File: src/rtl/weight_stream_loader.sv
// weight_stream_loader
// Reads a strided block of weight words from the weight buffer, optionally
// replays it for several passes, and streams the words out through a
// valid/ready port. Reads are credit-limited so the output FIFO can never
// overflow, whatever the consumer does.
//
// state   | meaning
// --------+---------------------------------------------------------------
// IDLE    | waiting for start; config latched on the start cycle
// PRELOAD | preload_req high, waiting for the DMA to report the buffer full
// READ    | issuing buffer reads while credit is available
// DRAIN   | all reads issued; waiting for returns and the FIFO to empty
// FLUSH   | aborted; FIFO cleared, discarding reads still in flight
module weight_stream_loader #(
    parameter int ADDR_W     = 16,
    parameter int DATA_W     = 128,
    parameter int CNT_W      = 17,
    parameter int RD_LAT     = 2,
    parameter int FIFO_DEPTH = 4,
    parameter int PRELOAD_EN = 1
) (
    input  logic              clk,
    input  logic              rst_n,
    input  logic              start_i,
    input  logic              abort_i,
    input  logic [ADDR_W-1:0] cfg_base_i,
    input  logic [ADDR_W-1:0] cfg_stride_i,
    input  logic [CNT_W-1:0]  cfg_count_i,
    input  logic [7:0]        cfg_repeat_i,
    output logic              busy_o,
    output logic              done_o,
    output logic              done_abort_o,
    output logic              preload_req_o,
    output logic [ADDR_W-1:0] preload_base_o,
    output logic [CNT_W-1:0]  preload_count_o,
    input  logic              preload_done_i,
    output logic              bmg_en_o,
    output logic [ADDR_W-1:0] bmg_addr_o,
    input  logic [DATA_W-1:0] bmg_data_i,
    output logic              out_valid_o,
    input  logic              out_ready_i,
    output logic [DATA_W-1:0] out_data_o,
    output logic              out_last_o
);

    localparam int PW = $clog2(FIFO_DEPTH);
    localparam int CW = PW + 1;

    typedef enum logic [2:0] {S_IDLE, S_PRELOAD, S_READ, S_DRAIN, S_FLUSH} state_t;

    state_t              state_q, state_d;
    logic [ADDR_W-1:0]   base_q, base_d, stride_q, stride_d, addr_q, addr_d;
    logic [CNT_W-1:0]    count_q, count_d, beat_q, beat_d;
    logic [7:0]          repeat_q, repeat_d, pass_q, pass_d;
    logic [RD_LAT-1:0]   en_pipe_q, last_pipe_q;
    logic [CW-1:0]       inflight_q, fcnt_q;
    logic [PW-1:0]       wr_ptr_q, rd_ptr_q;
    logic [DATA_W:0]     fifo_mem_q [FIFO_DEPTH];

    logic issue, issue_last, flush, credit_ok, ret_valid, ret_last, push, pop;

    // credit counts the FIFO occupancy plus every read that is still on its way
    assign credit_ok = ({1'b0, inflight_q} + {1'b0, fcnt_q}) < (CW + 1)'(FIFO_DEPTH);
    assign ret_valid = en_pipe_q[RD_LAT-1];
    assign ret_last  = last_pipe_q[RD_LAT-1];
    assign push      = ret_valid && !flush && (state_q != S_FLUSH);
    assign pop       = out_valid_o && out_ready_i;

    assign busy_o          = (state_q != S_IDLE);
    assign preload_base_o  = base_q;
    assign preload_count_o = count_q;
    assign bmg_en_o        = issue;
    assign bmg_addr_o      = addr_q;
    assign out_valid_o     = (fcnt_q != '0);
    assign out_data_o      = out_valid_o ? fifo_mem_q[rd_ptr_q][DATA_W-1:0] : '0;
    assign out_last_o      = out_valid_o & fifo_mem_q[rd_ptr_q][DATA_W];

    // next-state, read issue and address/beat/pass sequencing
    always_comb begin
        state_d       = state_q;
        base_d        = base_q;
        stride_d      = stride_q;
        count_d       = count_q;
        repeat_d      = repeat_q;
        beat_d        = beat_q;
        pass_d        = pass_q;
        addr_d        = addr_q;
        issue         = 1'b0;
        issue_last    = 1'b0;
        flush         = 1'b0;
        done_o        = 1'b0;
        done_abort_o  = 1'b0;
        preload_req_o = 1'b0;
        case (state_q)
            S_IDLE: begin
                if (start_i) begin
                    base_d   = cfg_base_i;
                    stride_d = cfg_stride_i;
                    count_d  = cfg_count_i;
                    repeat_d = (cfg_repeat_i == 8'd0) ? 8'd1 : cfg_repeat_i;
                    beat_d   = '0;
                    pass_d   = '0;
                    addr_d   = cfg_base_i;
                    if (cfg_count_i == '0)  state_d = S_DRAIN;
                    else if (PRELOAD_EN != 0) state_d = S_PRELOAD;
                    else                      state_d = S_READ;
                end
            end
            S_PRELOAD: begin
                preload_req_o = 1'b1;
                if (abort_i) begin
                    flush   = 1'b1;
                    state_d = S_FLUSH;
                end else if (preload_done_i) begin
                    state_d = S_READ;
                end
            end
            S_READ: begin
                if (abort_i) begin
                    flush   = 1'b1;
                    state_d = S_FLUSH;
                end else if (credit_ok) begin
                    issue = 1'b1;
                    if (beat_q == count_q - CNT_W'(1)) begin
                        if (pass_q == repeat_q - 8'd1) begin
                            issue_last = 1'b1;
                            state_d    = S_DRAIN;
                        end else begin
                            beat_d = '0;
                            pass_d = pass_q + 8'd1;
                            addr_d = base_q;
                        end
                    end else begin
                        beat_d = beat_q + CNT_W'(1);
                        addr_d = addr_q + stride_q;
                    end
                end
            end
            S_DRAIN: begin
                if (abort_i) begin
                    flush   = 1'b1;
                    state_d = S_FLUSH;
                end else if (inflight_q == '0 && fcnt_q == '0) begin
                    done_o  = 1'b1;
                    state_d = S_IDLE;
                end
            end
            S_FLUSH: begin
                if (inflight_q == '0) begin
                    done_o       = 1'b1;
                    done_abort_o = 1'b1;
                    state_d      = S_IDLE;
                end
            end
            default: state_d = S_IDLE;
        endcase
    end

    // FSM state and latched run configuration/counters
    always_ff @(posedge clk or negedge rst_n) begin
        if (!rst_n) begin
            state_q  <= S_IDLE;
            base_q   <= '0;
            stride_q <= '0;
            count_q  <= '0;
            repeat_q <= '0;
            beat_q   <= '0;
            pass_q   <= '0;
            addr_q   <= '0;
        end else begin
            state_q  <= state_d;
            base_q   <= base_d;
            stride_q <= stride_d;
            count_q  <= count_d;
            repeat_q <= repeat_d;
            beat_q   <= beat_d;
            pass_q   <= pass_d;
            addr_q   <= addr_d;
        end
    end

    // read-return pipe matching the buffer latency, plus outstanding-read count
    always_ff @(posedge clk or negedge rst_n) begin
        if (!rst_n) begin
            en_pipe_q   <= '0;
            last_pipe_q <= '0;
            inflight_q  <= '0;
        end else begin
            en_pipe_q[0]   <= issue;
            last_pipe_q[0] <= issue_last;
            for (int i = 1; i < RD_LAT; i++) begin
                en_pipe_q[i]   <= en_pipe_q[i-1];
                last_pipe_q[i] <= last_pipe_q[i-1];
            end
            inflight_q <= inflight_q + CW'(issue) - CW'(ret_valid);
        end
    end

    // FIFO pointers and occupancy; abort empties it in one cycle
    always_ff @(posedge clk or negedge rst_n) begin
        if (!rst_n) begin
            wr_ptr_q <= '0;
            rd_ptr_q <= '0;
            fcnt_q   <= '0;
        end else if (flush) begin
            wr_ptr_q <= '0;
            rd_ptr_q <= '0;
            fcnt_q   <= '0;
        end else begin
            if (push) wr_ptr_q <= wr_ptr_q + PW'(1);
            if (pop)  rd_ptr_q <= rd_ptr_q + PW'(1);
            fcnt_q <= fcnt_q + CW'(push) - CW'(pop);
        end
    end

    // FIFO storage; contents are masked at the output while empty
    always_ff @(posedge clk) begin
        if (push) fifo_mem_q[wr_ptr_q] <= {ret_last, bmg_data_i};
    end

endmodule
File: config.mk
export PLATFORM = sky130hd
export DESIGN_NAME = weight_stream_loader
export DESIGN_NICKNAME = d
export VERILOG_FILES = /design/src/rtl/weight_stream_loader.sv
export SDC_FILE = /design/constraint.sdc
export NUM_CORES = 1
export LEC_CHECK = 0
export CAP_MARGIN = 30
export CORE_UTILIZATION = 34
export DETAILED_ROUTE_END_ITERATION = 8
export PLACE_DENSITY_LB_ADDON = 0.2
export SLEW_MARGIN = 25
export SYNTH_ARGS = -nofsm -noshare
export SYNTH_HDL_FRONTEND = slang
export SYNTH_SLANG_ARGS = --single-unit
File: constraint.sdc
create_clock -name clk -period 5.21 [get_ports clk]
set_input_delay 0.7815 -clock clk [delete_from_list [all_inputs] [get_ports clk]]
set_output_delay 0.7815 -clock clk [all_outputs]
set_load 0.02 [all_outputs]
; ---- After elaboration in Yosys (flattened, before gate mapping)
; Memory sizes are Yosys's and may differ from the RTL's.
; Index checks and enable logic that the tools add are counted.
[totals]
input_bits = 191
n_memories = 1
romBits = 0
wordCells = 123
reg_bits = 115
latchBits = 0
ram_bits = 516
[mem_list]
columns = memory, words, width, read_ports, rd_ports_with_merged_regs, wr, line_no
row1 = fifo_mem_q, 4, 129, 1, 0, 1, 58  ; logic [DATA_W:0] fifo_mem_q [FIFO_DEPTH];
[classes]
n_eq_ne = 19
shift = 0
mux = 55
n_reduce_logical = 20
addsub = 12
n_bitwise = 1
div_mod_pow = 0
magnitude_cmp = 1
multipliers = 0
[ops]
columns = cell, n
row1 = 128-bit 2-to-1 mux, 1
row2 = 17-bit 2-to-1 mux, 5
row3 = 16-bit 2-to-1 mux, 5
row4 = 8-bit 2-to-1 mux, 6
row5 = 17-bit case mux with 2 select lines, 1
row6 = 3-bit 2-to-1 mux, 11
row7 = 16-bit case mux with 2 select lines, 1
row8 = "3-bit inequality test, second input constant", 7
row9 = "17-bit by 1-bit adder with 17-bit output, second input constant", 1
row10 = 17-bit equality test, 1
row11 = 17-bit logical NOT, 1
row12 = 1-bit 2-to-1 mux, 17
row13 = "17-bit by 1-bit subtractor with 17-bit output, second input constant", 1
row14 = 16-bit adder, 1
row15 = 8-bit case mux with 2 select lines, 1
row16 = 3-bit case mux with 5 select lines, 1
row17 = "2-bit inequality test, second input constant", 6
row18 = 2-bit 2-to-1 mux, 5
row19 = 3-bit logical NOT, 3
row20 = "8-bit by 1-bit adder with 8-bit output, second input constant", 1
row21 = 8-bit equality test, 1
row22 = 8-bit logical NOT, 1
row23 = "8-bit by 1-bit subtractor with 8-bit output, second input constant", 1
row24 = 7-bit AND reduction, 1
row25 = other kinds (18), 28

; ---- Longest topological paths before layout
; Gate-level depths: netlist (run 1).
[depth]
depth_word = 9
mapped_depth = 14
mapped_depth_nobuf = 12

; ---- Worst setup path before layout (run 1)
; OpenSTA, ideal clock, no wires.
[synth_timing]
path_kind = in2reg
start = in abort_i
end = mem fifo_mem_q[0][0] (netlist bit) (enable)
arrival_time_ns = 4.166
t_required_ns = 4.706
stages = 4
setup_time_ns = 0.504
slack_ns = 0.540
path_cell_list = nand2_1 -> nor2_1 -> nor2_1 -> and2_1
[synth_between]
elab_chain_cells = 7
[synth_lines]
columns = item, line_no
row1 = "start, declared", 25  ; input logic abort_i,
row2 = 1-bit 2-to-1 mux, "111, 119, 140"
row3 = 1-bit 2-to-1 mux, -
row4 = 1-bit logical NOT, 66  ; assign push = ret_valid && !flush && (state_q != S_FLUSH);
row5 = 1-bit logical AND (2 in series), 66
row6 = 1-bit 2-to-1 mux, 218  ; if (push) fifo_mem_q[wr_ptr_q] <= {ret_last, bmg_data_i};
row7 = 1-bit 2-to-1 mux (not written as such), 218
row8 = "end, declared", 58
; Every way passes these cells.

; ---- Final worst setup path (run 1)
[layout_timing]
start = reg count_q[2] (netlist: preload_count_o[2])
end = reg addr_q[9] (netlist: bmg_addr_o[9])
[layout_between]
elab_chain_cells = 6
word_cells_on_any_way = 8
cone_classes = add/sub (1) / eq/ne (2) / mux (4) / reduce/logical (1)
[layout_lines]
columns = item, line_no
row1 = "start, declared", 53  ; logic [CNT_W-1:0] count_q, count_d, beat_q, beat_d;
row2 = "start signal, assigned", 174  ; count_q <= count_d;
row3 = 17-bit by 1-bit subtractor with 17-bit output (*), 124  ; if (beat_q == count_q - CNT_W'(1)) begin
row4 = 17-bit equality test (*), 124
row5 = 16-bit 2-to-1 mux, 124
row6 = 16-bit 2-to-1 mux, 122  ; end else if (credit_ok) begin
row7 = 16-bit 2-to-1 mux, 119  ; if (abort_i) begin
row8 = 16-bit case mux with 2 select lines, 94  ; case (state_q)
row9 = "end signal, assigned", 178  ; addr_q <= addr_d;
row10 = "end, declared", 52  ; logic [ADDR_W-1:0] base_q, base_d, stride_q, stride_d, addr_q, addr_d;
; Mark *: on every way between the ends. The rest lies on a longest branch, timed or not. The select of a mux whose other input is x is not followed.
; A chain may end at the register's enable or synchronous reset.

==> results of run 1 <==
-- logic make-up after synthesis --
group,Yosys count
buf+inv,105
compound gates,171
xor+xnor,53
mux,143
fa+ha+maj,33
flops,631
simple gates,485
-- cell usage in the layout (no fill, tap or decap), types with 15 or more instances in the layout --
master and n:
and3_1 16, mux4_2 129, nand2_1 196, xnor2_1 32, ha_1 29, a21oi_1 22, nand3_1 19, xor2_1 21
clkdlybuf4s50_1 373, dfrtp_1 113, o21ai_0 73, and2_1 132, nor2_1 50, clkbuf_16 73, inv_1 28, buf_4 21
clkbuf_1 15, edfxtp_1 516
-- how the worst min path moves through the flow --
| stage | depth (start not counted) | to |
|---|---|---|
| 6_report | 1 | preload_count_o[16] |
| 3_5_place_dp | 0 | last_pipe_q[1] |
| 4_1_cts | 1 | preload_count_o[14] |
| 5_1_grt | 1 | preload_count_o[14] |
| 2_1_floorplan | 0 | en_pipe_q[1] |
| 3_3_place_gp | 0 | last_pipe_q[1] |
-- where the power goes --
group          total [mW]  internal [mW]  switching (mW)
Sequential           6.47           5.91           0.562
Clock                4.88           2.80            2.08
Combinational        7.35           3.52            3.82
Total                18.7           12.2            6.46
-- flip-flops by register name, summed over array words and instances (netlist names) --
register / cells
fifo_mem_q: 516
beat_q: 17
preload_count_o: 17
bmg_addr_o: 16
preload_base_o: 16
stride_q: 16
pass_q: 8
repeat_q: 8
fcnt_q: 3
inflight_q: 3
state_q: 3
en_pipe_q: 2
last_pipe_q: 2
rd_ptr_q: 2
wr_ptr_q: 2
-- final cells by class --
type | count | area [sq um]
clock buffer | 91 | 1924
clock inverter | 38 | 380.4
fill | 6789 | 42490
inverter | 28 | 105.1
multi-input combinational | 885 | 7507
sequential | 631 | 18380
tap | 1030 | 1289
timing repair buffer | 405 | 4126
-- per-layer routing --
metal | routed length [microns] | GRT usage [%] | vias to the layer above
li1 | - | - | 6970
met1 | 28950 | 22.86 | 7819
met2 | 31940 | 27.36 | 354
met3 | 3688 | 4.003 | 115
met4 | 1264 | 4.302 | 20
met5 | 122 | 0 | -
-- stage by stage --
stage               util [%]  setup WS, ps  power (mW)
finish                 44.24         890.6       18.70
CTS                    44.20         897.5       19.00
detailed placement     41.18         908.3       14.03
global route           44.24         477.4       19.73
global placement       41.14          1050       13.99
floorplan                  -         540.0       10.91
-- worst register-to-register path: stages (launching register included) --
cell       delay [ps]
dfrtp_1           470
nor4_4            590
nand2_1           260
xnor2_1           180
o311ai_0          780
o2111ai_4         560
o21a_1            430
nor2_4            430
buf_4             320
a22oi_1            80
o21ai_0           120
==> qor.json, run 1 <==
{
  "synth-adder-area-share_pct": 1.648,
  "groute.usage.overall_pct": 16.91,
  "grt_antenna_before_repair": 11,
  "core_sq_mm": 0.07620,
  "grt_setup_unrepaired": "no",
  "worstSkewPairLatency_ps": 620,
  "postCtsResizedCells": 0,
  "worst_setup_path_startpoint": "preload_count_o[2]",
  "largest_family_of_logic_cells_by_synthesized_area": "multiplexers",
  "critical_path_class": "reg2reg",
  "via_per_inst": 4.916,
  "ys_seq_elements": 631,
  "yosys_most_used_dff": "edfxtp_1",
  "io_pins": 375,
  "fin_skew_ps": 37.60,
  "final-max-slew-violation-count": 0,
  "crit_path_max_incr_delay_ps": 780,
  "io_buffer_count": 374,
  "die_width_microns": 280.0,
  "synthesis.area_sq_mm": 0.02627,
  "cts_inserted_buffers": 73,
  "final_hold_vio_count": 0,
  "routed_wire_length_per_instance_microns": 21.22,
  "cts_tree": "done",
  "max-cap-violations": 0,
  "netlist-cell-type-count": 69,
  "root_buffer": "clkbuf_16",
  "run_status": "finished clean",
  "worstReg2RegStart": "preload_count_o[2]",
  "post_synthesis_cell_type_with_the_largest_combined_area": "edfxtp_1",
  "drc_errors": 0,
  "grt_first_pass_wirelength_microns": 99790,
  "maximum_number_of_pins_on_one_net_before_global_route_repair": 72,
  "synth_top_cells_by_count": "edfxtp_1, nand2_1, and2_1, mux4_2, dfrtp_1",
  "synth.area.top_cells": "edfxtp_1, mux4_2, dfrtp_1",
  "synthMostInstantiatedCell": "edfxtp_1",
  "ff2ff_path_depth": 10,
  "place_hpwl_microns": 42670,
  "yosysWarnings": 0,
  "total_power_density_per_cell_area_mw_per_mm2": 554.7,
  "cell_type_group_with_the_largest_total_delay_on_the_critical_path": "compound AO/OA/AOI/OAI gates",
  "drt_first_iter_violations": 965,
  "regToRegSetupSlack_ps": 890,
  "routed_wl_microns": 65960,
  "syn-mean-instance-area_sq_um": 16.21,
  "gp_routability_congestion": 0.8156,
  "min_period_ps": 4319,
  "crit_path_start_kind": "flip-flop",
  "leakage_nw": 11.80,
  "yosys.area_share.simple_pct": 9.311,
  "setup_viol": 0,
  "timing.critical_path.arrival_ps": 4850,
  "worstMarginPinSlew_ps": 887.8,
  "path_cells": "nor4_4 -> nand2_1 -> xnor2_1 -> o311ai_0 -> o2111ai_4 -> o21a_1 -> nor2_4 -> buf_4 -> a22oi_1 -> o21ai_0",
  "synth.top_cell.area_share_pct": 58.98,
  "summed_negative_setup_slack_over_all_endpoints_ps": 0,
  "total_via_count_in_the_routed_design": 15278,
  "cts_hold_repair.buffers": 0,
  "fin_nets": 2247,
  "critical_path_cell_count": 10,
  "setup.worst_path.end": "bmg_addr_o[9]",
  "floorplan.initialDensity_pct": 34.47,
  "area_growth_syn_to_layout_pct": 28.33,
  "vias_in_the_first_global_route": 15933,
  "synth_seq_area_share_pct": 69.94,
  "insertedDiodeCount": 0,
  "synth_edf_count": 516,
  "postPlaceCellArea_sq_mm": 0.03138,
  "synth.area.mux_share_pct": 11.60,
  "post-route-period-util_pct": 82.91,
  "crit_path_slowest_cell": "o311ai_0",
  "cts.clk_slew.worst_paths_ps": 60,
  "clkSinkCount": 631,
  "route.antenna.remaining_nets": 0,
  "dpl.cell_count": 2978,
  "required_ps": 5740,
  "synth-async-reset-ratio_pct": 18.23,
  "final_hold_slack_ps": 87.33,
  "critPathBufInv": 1,
  "grt-ovfl-total": 0,
  "relSlewSlack_pct": 40.06,
  "max_clock_freq_mhz": 231.5,
  "die_area_sq_mm": 0.07838,
  "finish.cell_count_without_fillers": 3108,
  "h-tree-depth": 3,
  "power.ir.vdd_worst_v": 0.0002930,
  "synth-compound-area-share_pct": 4.182,
  "cts_buffer_depth": 3,
  "synthXorXnorAreaFrac_pct": 1.767,
  "die_h_microns": 280.0,
  "postSynthNetCount": 1844,
  "kind_of_capture_point_of_the_worst_setup_path": "flip-flop",
  "path_max_fanout": 25,
  "final_cell_area_sq_mm": 0.03371,
  "detailedRoute.firstPassIterationCount": 4,
  "synth_cells": 1621,
  "post_route_cells_drive_above_1_share_pct": 13.52,
  "hold_class": "in2async",
  "postCtsSetupBuffers": 0,
  "crit-reg2reg-capture": "bmg_addr_o[9]",
  "std_cell_rows": 101
}
No activity file was read; power rests on OpenSTA's default activity.
==> run 2: changes to the inputs <==
Clock period 5.21 ns to 3.53 ns, I/O delays scaled along.
==> run 2 against run 1 <==
Effect of this change: cell area grew 1.1%; global-route usage decreased by 0.32 points; wire length is 1.4% lower; critical path depth fell by 6; via count grew 0.76%; largest power group unchanged.
==> qor.json, run 2 (synthesized netlist as in run 1, its figures left out) <==
{
  "crit_path_start_kind": "flip-flop",
  "maximum_number_of_pins_on_one_net_before_global_route_repair": 81,
  "cell_type_group_with_the_largest_total_delay_on_the_critical_path": "buffers and inverters",
  "relSlewSlack_pct": 46.14,
  "power.total_mw": 27.89,
  "mostFrequentLayoutCells": "edfxtp_1, clkdlybuf4s50_1, nand2_1",
  "die_width_microns": 280.0,
  "groute.usage.overall_pct": 16.59,
  "floorplan.initialDensity_pct": 34.47,
  "worstMarginPinSlew_ps": 797.5,
  "layout_commonest_cell": "edfxtp_1",
  "core_sq_mm": 0.07620,
  "worstSkewPairLatency_ps": 620,
  "max_clock_freq_mhz": 295.9,
  "final_hold_vio_count": 0,
  "power.ir.vdd_worst_v": 0.0004347,
  "final-max-slew-violation-count": 0,
  "final_hold_slack_ps": 361.1,
  "via_per_inst": 4.910,
  "io_buffer_count": 374,
  "place_hpwl_microns": 42800,
  "h-tree-depth": 3,
  "clkSinkCount": 631,
  "kind_of_capture_point_of_the_worst_setup_path": "primary output",
  "cts_buffer_depth": 3,
  "drt_first_iter_violations": 858,
  "grt-ovfl-total": 0,
  "crit_path_slowest_cell": "dfrtp_4",
  "largest_register_by_flop_count": "fifo_mem_q",
  "cts_inserted_buffers": 72,
  "summed_negative_setup_slack_over_all_endpoints_ps": 0,
  "detailedRoute.firstPassIterationCount": 5,
  "route.antenna.remaining_nets": 0,
  "grt_setup_unrepaired": "no",
  "post_route_cells_drive_above_1_share_pct": 14.80,
  "largest_reg_flops": 516,
  "timing.critical_path.arrival_ps": 2850,
  "max-cap-violations": 0,
  "std_cell_rows": 101,
  "grt_antenna_before_repair": 14,
  "hold_class": "reg2reg",
  "crit_path_max_incr_delay_ps": 600,
  "critPathBufInv": 2,
  "root_buffer": "clkbuf_16",
  "required_ps": 3000,
  "path_max_fanout": 33,
  "critical_path_class": "reg2out",
  "die_h_microns": 280.0,
  "gp_routability_congestion": 0.8360,
  "fin_nets": 2273,
  "dpl.cell_count": 3004,
  "run_status": "finished clean",
  "finish.cell_count_without_fillers": 3135,
  "setup_viol": 0,
  "cts_tree": "done",
  "routed_wire_length_per_instance_microns": 20.75,
  "area_growth_syn_to_layout_pct": 29.72,
  "post-route-period-util_pct": 95.75,
  "leakage_nw": 11.97,
  "drc_errors": 0,
  "fin_skew_ps": 17.76,
  "total_via_count_in_the_routed_design": 15394,
  "vias_in_the_first_global_route": 16088,
  "io_pins": 375,
  "routed_wl_microns": 65040,
  "die_area_sq_mm": 0.07838,
  "min_period_ps": 3380,
  "cts.clk_slew.worst_paths_ps": 50,
  "path_cells": "buf_12 -> mux4_2 -> and2_1 -> clkdlybuf4s50_1",
  "grt_first_pass_wirelength_microns": 98570,
  "total_power_density_per_cell_area_mw_per_mm2": 818.4
}
## run 2: cell types whose count changed in the layout (fill, tap and decap cells not counted), moves of 2 or more
cell / change
clkbuf_1: -6
diode_2: +4
clkinv_16: -2
clkinv_2: -4
bufinv_16: +3
buf_16: -2
buf_4: +14
clkinvlp_4: +3
buf_12: +13
## run 2: final cells by class
cell class	instances	area (sq um)
sequential	631	18380
timing repair buffer	431	4447
tap	1030	1289
fill	6752	42120
multi-input combinational	886	7518
antenna	4	10.01
clock inverter	41	452.9
clock buffer	84	1877
inverter	28	105.1
## run 2: metal layers
layer / vias to the layer above / GRT usage (%) / wire length [microns]
met3: 115 / 4.254 / 4195
met4: 24 / 5.198 / 1510
met5: - / 0 / 161
li1: 7038 / - / -
met1: 7819 / 21.06 / 26930
met2: 398 / 27.72 / 32240
## run 2: worst register-to-register path, delay by kind of cell (launching register included)
kind	cells	cell delay, ps
AO/OA/AOI/OAI	4	1230
flip-flops	1	470
multiplexers	1	360
AND/OR/NAND/NOR	3	1090
## run 2: final timing paths
check	startpoint	slack [ps]	cells after the start	endpoint
setup / recovery	rd_ptr_q[0]	150	4	out_data_o[96]
hold / removal	en_pipe_q[0]	360	0	en_pipe_q[1]
setup reg to reg	preload_count_o[6]	260	8	pass_q[0]
hold reg to reg	en_pipe_q[0]	360	0	en_pipe_q[1]
max in group asynchronous	rst_n	2220	4	repeat_q[7]
min in group asynchronous	rst_n	440	2	preload_base_o[10]
## run 2: where the power goes
| part | total, mW | switching, mW | internal, mW | leakage, nW |
|---|---|---|---|---|
| combinational | 11.2 | 5.77 | 5.38 | 4.72 |
| clock | 7.31 | 3.02 | 4.29 | 1.13 |
| sequential | 9.43 | 0.702 | 8.72 | 6.12 |
| total | 27.9 | 9.50 | 18.4 | 12.0 |
## run 2: stage by stage
| stage | utilization (%) | cell area (sq um) | setup slack (ps) |
|---|---|---|---|
| 2_1_floorplan | - | 26280 | 214.0 |
| 3_3_place_gp | 41.60 | 31700 | 307.1 |
| 3_5_place_dp | 41.62 | 31720 | 212.3 |
| 4_1_cts | 44.69 | 34060 | 37.99 |
| 5_1_grt | 44.71 | 34070 | 4.337 |
| 6_report | 44.72 | 34080 | 150.1 |
## run 2: timing repair
action | CTS | global route
resized for setup | 0 | 1
hold buffers | 1 | 0
setup endpoints to repair | 0 | 7
hold endpoints to repair | 35 | 0
setup buffers | 0 | 0
